==> config.mk <==
export PLATFORM = sky130hd
export DESIGN_NAME = seq_multiplier
export DESIGN_NICKNAME = d
export VERILOG_FILES = /design/src/rtl/seq_multiplier.sv
export SDC_FILE = /design/constraint.sdc
export NUM_CORES = 1
export LEC_CHECK = 0
export CAP_MARGIN = 20
export CORE_ASPECT_RATIO = 1.25
export CORE_MARGIN = 2
export CORE_UTILIZATION = 63
export CTS_CLUSTER_SIZE = 10
export DETAILED_ROUTE_END_ITERATION = 7
export GPL_ROUTABILITY_DRIVEN = 0
export GPL_TIMING_DRIVEN = 0
export PLACE_DENSITY = 0.94
export RECOVER_POWER = 100
export SLEW_MARGIN = 20
export SYNTH_ARGS = -nofsm -noshare
export SYNTH_HDL_FRONTEND = slang
export SYNTH_SLANG_ARGS = --single-unit
==> constraint.sdc <==
create_clock -name clk -period 6.85 [get_ports clk]
set_input_delay 1.37 -clock clk [delete_from_list [all_inputs] [get_ports clk]]
set_output_delay 1.37 -clock clk [all_outputs]
set_load 0.005 [all_outputs]
==> src/rtl/seq_multiplier.sv <==
// Sequential shift-add unsigned multiplier: WIDTH cycles from accept to a
// registered 2*WIDTH-bit product, with a start/busy/done handshake.
module seq_multiplier #(
    parameter int WIDTH = 16
) (
    input  logic               clk,
    input  logic               reset,
    input  logic               start,
    input  logic [WIDTH-1:0]   inputP,
    input  logic [WIDTH-1:0]   inputQ,
    output logic [2*WIDTH-1:0] product,
    output logic               productOverflow,
    output logic               busy,
    output logic               done
);

    localparam int CNT_W = $clog2(WIDTH) + 1;

    typedef enum logic {
        IDLE = 1'b0,
        RUN  = 1'b1
    } state_e;

    state_e             state_q, state_d;
    logic [WIDTH-1:0]   mcand_q, mcand_d;
    logic [WIDTH-1:0]   mplier_q, mplier_d;
    logic [2*WIDTH-1:0] acc_q, acc_d;
    logic [CNT_W-1:0]   count_q, count_d;
    logic [2*WIDTH-1:0] product_q, product_d;
    logic               overflow_q, overflow_d;
    logic               done_q, done_d;

    logic [2*WIDTH-1:0] partial;
    logic [2*WIDTH-1:0] acc_next;

    always_comb begin
        // NOTE: every signal gets a default first so no path through this block infers a latch.
        state_d    = state_q;
        mcand_d    = mcand_q;
        mplier_d   = mplier_q;
        acc_d      = acc_q;
        count_d    = count_q;
        product_d  = product_q;
        overflow_d = overflow_q;
        done_d     = 1'b0;

        partial  = {{WIDTH{1'b0}}, mcand_q} << count_q;
        acc_next = mplier_q[0] ? acc_q + partial : acc_q;

        unique case (state_q)
            IDLE: begin
                if (start) begin
                    mcand_d  = inputP;
                    mplier_d = inputQ;
                    acc_d    = '0;
                    count_d  = '0;
                    state_d  = RUN;
                end
            end
            RUN: begin
                acc_d    = acc_next;
                mplier_d = mplier_q >> 1;
                count_d  = count_q + 1'b1;
                // Last step: publish this cycle's sum directly so the result lands on the done edge.
                if (count_q == CNT_W'(WIDTH - 1)) begin
                    product_d  = acc_next;
                    overflow_d = |acc_next[2*WIDTH-1:WIDTH];
                    done_d     = 1'b1;
                    state_d    = IDLE;
                end
            end
            default: state_d = IDLE;
        endcase
    end

    always_ff @(posedge clk) begin
        // NOTE: state registers use non-blocking assignments so every flop samples pre-edge values.
        if (reset) begin
            state_q    <= IDLE;
            mcand_q    <= '0;
            mplier_q   <= '0;
            acc_q      <= '0;
            count_q    <= '0;
            product_q  <= '0;
            overflow_q <= 1'b0;
            done_q     <= 1'b0;
        end else begin
            state_q    <= state_d;
            mcand_q    <= mcand_d;
            mplier_q   <= mplier_d;
            acc_q      <= acc_d;
            count_q    <= count_d;
            product_q  <= product_d;
            overflow_q <= overflow_d;
            done_q     <= done_d;
        end
    end

    assign product         = product_q;
    assign productOverflow = overflow_q;
    assign busy            = (state_q == RUN);
    assign done            = done_q;

endmodule

# == After elaboration in Yosys (flattened, before gate mapping) ==
# Cells that the tools add are included.
# totals
register_bits,104
output_inout_bits,35
word_cells,29
# op_classes
addsub,2
eq_ne,2
shift,1
mux,11
bitwise_logic,1
n_reduce_logical,4
# op_table
operator,count
32-bit 2-to-1 mux,2
32-bit one-hot mux with 2 select lines,1
32-bit adder,1
16-bit one-hot mux with 2 select lines,1
16-bit by 5-bit << shifter with 32-bit output,1
16-bit 2-to-1 mux,1
16-bit OR reduction,1
5-bit one-hot mux with 2 select lines,1
"5-bit by 1-bit adder with 5-bit output, second input constant",1
"5-bit by 4-bit equality test with 1-bit output, second input constant",1
5-bit 2-to-1 mux,1
2-bit AND reduction,2
1-bit 2-to-1 mux,3
"2-bit inequality test, second input constant",1
1-bit one-hot mux with 2 select lines,1
2-bit OR reduction,1
1-bit inverter,1

# == Depth between registers and ports, before layout ==
# Gate-level depths: netlist of run 1.
# logic_depth
word_depth,4
mapped_depth,20

# == Least setup slack after synthesis of run 1 ==
# No wires, ideal clock.
# synth_timing
path_type,register -> register
startpoint,reg count_q[1]
endpoint,"reg overflow_q, in the netlist productOverflow"
setup_ns,0.126
t_arrival_ns,3.925
required_time_ns,6.724
path_slack_ns,2.799
path_stages_with_launch,20
period_less_slack_ns,4.051
path_cell_list,dfxtp_1 > buf_4 > buf_1 > mux2_2 > nor2_1 > a21oi_1 > nand2_1 > nand2_1 > o21ai_0 > nor2_1 > ha_1 > a21oi_1 > o21a_1 > and3_1 > or4_1 > o32a_1 > a21oi_1 > nand3_1 > and4bb_1 > a31oi_1
# synth_between
elab_chain_len,4
# synth_lines
element,line,source
"start, declared",28,"logic [CNT_W-1:0] count_q, count_d;"
"start signal, assigned",92,count_q <= count_d;
16-bit by 5-bit << shifter with 32-bit output,47,"partial = {{WIDTH{1'b0}}, mcand_q} << count_q;"
32-bit adder,48,acc_next = mplier_q[0] ? acc_q + partial : acc_q;
32-bit 2-to-1 mux,48,
16-bit OR reduction,67,overflow_d = |acc_next[2*WIDTH-1:WIDTH];
"end signal, assigned",94,overflow_q <= overflow_d;
"end, declared",30,"logic overflow_q, overflow_d;"
# Several ways; a longest one is shown, not always the timed one.
# A chain may end at the register's enable or synchronous reset.

# == Worst setup path after layout of run 1 ==
# Same ends and word-level chain as after synthesis.

==> results of run 1 <==
[through the flow]
step / hold WS, ns / instance area, sq um / utilization / instances / worst slack, ns
floorplan: 0.4463 / 7332 / - / 949 / 2.799
global placement: 0.4518 / 8175 / 0.7105 / 1154 / 1.862
detailed placement: 0.4554 / 8175 / 0.7105 / 1154 / 1.801
CTS: 0.4671 / 8478 / 0.7368 / 1169 / 1.730
global route: 0.4816 / 8457 / 0.7350 / 1169 / 0.7244
finish: 0.4621 / 8457 / 0.7350 / 1169 / 0.9259
[worst max-delay path: cells and delay by family, from the launching register on]
family                     cells  cell delay (ns)
AOI/OAI and AO/OA              7             2.13
adders and majority gates      1             0.16
buffers and inverters          4             1.72
DFF                            1             0.41
muxes                          1             0.20
and+or+nand+nor                7             1.22
[sequential cells by signal, summed over array words and instances (netlist names)]
register,count
acc_q,32
busy,1
count_q,5
done,1
mcand_q,16
mplier_q,16
product,32
productOverflow,1
[final cells by class]
class | instances | area share
repair buffers | 67 | 0.07930
clock buffers | 9 | 0.02663
plain buffers | 73 | 0.03388
flip-flops and latches | 104 | 0.2462
multi-input cells | 760 | 0.5791
well taps | 138 | 0.02042
inverters | 12 | 0.005326
clock inverters | 6 | 0.009173
[power by group]
| group | internal, mW | switching, mW |
|---|---|---|
| Sequential | 0.618 | 0.0134 |
| Combinational | 0.0816 | 0.133 |
| Clock | 0.288 | 0.252 |
[final timing paths]
path                            from                            to  slack [ns]  cells after the start
min          product[3]$_SDFFE_PP0P_       product[3]$_SDFFE_PP0P_        0.46                      2
max          count_q[1]$_SDFFE_PP0P_  productOverflow$_SDFFE_PP0P_        0.93                     20
min reg2reg  product[3]$_SDFFE_PP0P_       product[3]$_SDFFE_PP0P_        0.46                      2
max reg2reg  count_q[1]$_SDFFE_PP0P_  productOverflow$_SDFFE_PP0P_        0.93                     20
[Yosys cell counts, types with 3 or more instances]
cell type and count:
a211oi_1 26, nand3_1 18, or3_1 5, or2_2 3, nor4_1 3, a311oi_1 5
or2_1 3, and4_1 4, buf_2 12, mux2_2 10, and3_1 4, ha_1 33
mux4_2 7, a21o_1 14, xnor2_1 14, o21ai_0 26, nor3b_1 24, o21bai_1 4
nor3_1 13, dfxtp_1 104, clkbuf_1 48, or4_1 3, nor2b_1 23, mux2_1 3
o221ai_1 4, nand2_1 115, o21a_1 3, nor2_1 128, a221o_1 3, and2_1 6
a31oi_1 9, nand4_1 13, buf_1 12, inv_1 9, mux2i_1 51, o22ai_1 13
o211ai_1 5, nand2b_1 10, a22oi_1 5, o21ba_2 12, xor2_1 11, a21oi_1 95
[logic make-up (layout without fill, tap and decap cells)]
| family | count (synthesis) | after routing | share of synthesized area |
|---|---|---|---|
| AOI/OAI and AO/OA | 251 | 251 | 0.2275 |
| xor gates and xnor gates | 25 | 25 | 0.02986 |
| adders and majority gates | 34 | 34 | 0.05905 |
| buffers and inverters | 85 | 167 | 0.04607 |
| DFF | 104 | 104 | 0.2840 |
| muxes | 71 | 71 | 0.1111 |
| and+or+nand+nor | 379 | 379 | 0.2425 |
[per-layer routing]
layer  vias up  part of all wire
li1       3573                 -
met1      3569              0.36
met2       510              0.47
met3       126             0.097
met4         0             0.069
met5         -                 0
==> results summary, run 1 <==
The number of violations reported at the end of detailed-routing iteration 0 came out at ~860. The count of distinct cell types in the synthesized netlist is slightly above 70. The wire length per cell after detailed routing came out at about 19 microns. In this run, synthesis inferred 0 flip-flops with an integrated enable. Of all nets on the critical path, the largest fanout is 10. The kind of critical path is reg2reg. The delay of the slowest critical-path stage came out at 0.74 ns. The peak ir drop on the vdd network is 0.0001220 V. Summing all multi-input logic gate instances after layout gives a little under 0.005 sq mm. The number of storage elements in the synthesis netlist is between 100 and 150. The number of vias per cell came out at approximately 6.7. The overall fraction of global-route tracks in use came out at 0.3558. The clock skew after layout is about 0.0042 ns. In the final layout, the share of cells above drive strength 1 is 0.05529. The number of antenna-violating nets in the routed design is 0. The share of the clock period used by the worst path after layout is 0.8648. The average footprint of a synthesized cell came out at 7.726 sq um.

The async set-or-reset flop fraction in the synthesized netlist is 0. The mapped cell area is between 0.007 and 0.008 sq mm. The buffer cell driving the clock tree root is clkbuf_16. For this run, global-route usage on met2 was measured as 0.5740. The setup TNS after final layout came out at 0 ns.

The type of origin of the critical path is a register. Of all cell types, the one taking the most synthesized area is dfxtp_1. The most used routing layer in global routing is met2. The worst pin sits at a relative slew slack of 0.4202. The die extent in x came out at 100.5 microns. The number of levels the H-tree was split into is 3. The remaining global-route overflow came out at 0. The remaining routing DRC violations is 2.

The number of sinks driven by the clock tree is approximately 100. The capturing element type of the critical path is a register. The slowest stage of the critical path is the o311ai_1 cell. Setup repair after global routing left no endpoint under its margin. The total design power is 1.386 mW. The floorplan step defined a die boundary enclosing around 0.013 sq mm.

The cell leakage power is 3.326 nW. The synthesis-to-layout area growth is 15.34%. The HPWL after detailed placement is 16.51 mm. The floorplan has 44 rows. The maximum number of pins on one net before global-route repair is 19. In the post-synthesis netlist, the biggest area contributors are dfxtp_1, mux2i_1, nor2_1, a21oi_1, nand2_1. The arrival time of data at the critical path endpoint is 6.22 ns. The first global-routing pass estimated 35.61 mm of wire. The library cell used most frequently in the layout, excluding fill and tap cells, is nor2_1.

When the netlist entered floorplanning its net count stood at between 1k and 1.5k. The number of buffers inserted during clock tree synthesis is 9. The number of max-cap violations came out at 0.

The required time at the endpoint of the critical path is around 7.2 ns. For the pin with the worst max-slew slack, the measured transition is 0.8697 ns. The global-route met1 utilization is 0.4229. The library cells used most frequently in the layout, excluding fill and tap cells, are nor2_1, nand2_1, dfxtp_1, a21oi_1, clkbuf_1. The initial antenna violation count came out at 0. The met3 capacity usage during global routing came out at 0.07127. In this run, post-CTS hold repair placed 0 buffers. The post-cts resize count is 0. The later pin in the worst-skew pair is clocked with a latency of approximately 0.36 ns. The setup-violating endpoint count in the final report came out at 0. The clock period minus worst slack is approximately 5.9 ns. Yosys printed 0 warnings. The final reports fail on DRC. The first TritonRoute pass finished after 8 iterations. The final wirelength came out at 22.26 mm.

Walking the worst path, the cells encountered are clkbuf_1, clkbuf_1, clkbuf_1, nand2_1, o21ai_0, mux2i_1, nor2_1, a21oi_1, o22ai_1, ha_1, clkbuf_1, nand2_1, nor3_1, nand3_1, a31oi_1, nor2_1, o311ai_1, a21oi_1, and4bb_1, a31oi_1. The area occupied by registers is approximately 0.0021 sq mm. The synthesized instance count came out at approximately 950.

The final antenna diode count came out at 0. The run finished, with violations left. The hold violation count in the final report is 0. Fill cells in the final layout number 820. The power density over the cells is about 160 mW/mm^2. The total setup buffers inserted after CTS is 0. The min-delay analysis places its worst path in the category reg2reg. The number of I/O pins came out at 70. The number of input and output port buffers inserted came out at 67. The clock transition at the registers of the reported paths came out at roughly 0.07 ns. The share of synthesized area in the top cell type comes to 0.2840.

From bottom edge to top edge, the die measures ~120 microns. The final-report max-slew violation count came to 0. The number of global-route vias before repair came to between 7k and 8k.

After the last flow step, the layout net total stands at 1096. The most repeated library cell on the critical path is clkbuf_1. The via count came out at between 7k and 8k. TritonCTS built the clock tree. For this run, the register share of the synthesized area comes to 0.2840. The effective utilization at floorplan is 0.6372. Static timing analysis puts the maximum clock frequency at about 170 MHz. In the synthesized netlist the dominant register cell turns out to be dfxtp_1. The floorplan core area is between 0.01 and 0.015 sq mm. The largest buffer count on any clock path came out at 2.
Power figures use the tool's default switching activity.
==> inputs of run 2 (changes only) <==
- CTS_CLUSTER_DIAMETER: unset -> 60
==> results of run 2 <==
No change in the layout: final DEF, timing and power equal those of run 1.
==> inputs of run 3 (changes only) <==
- HOLD_SLACK_MARGIN: unset -> 0.12
==> results of run 3 <==
No change in the layout: final DEF, timing and power equal those of run 1.
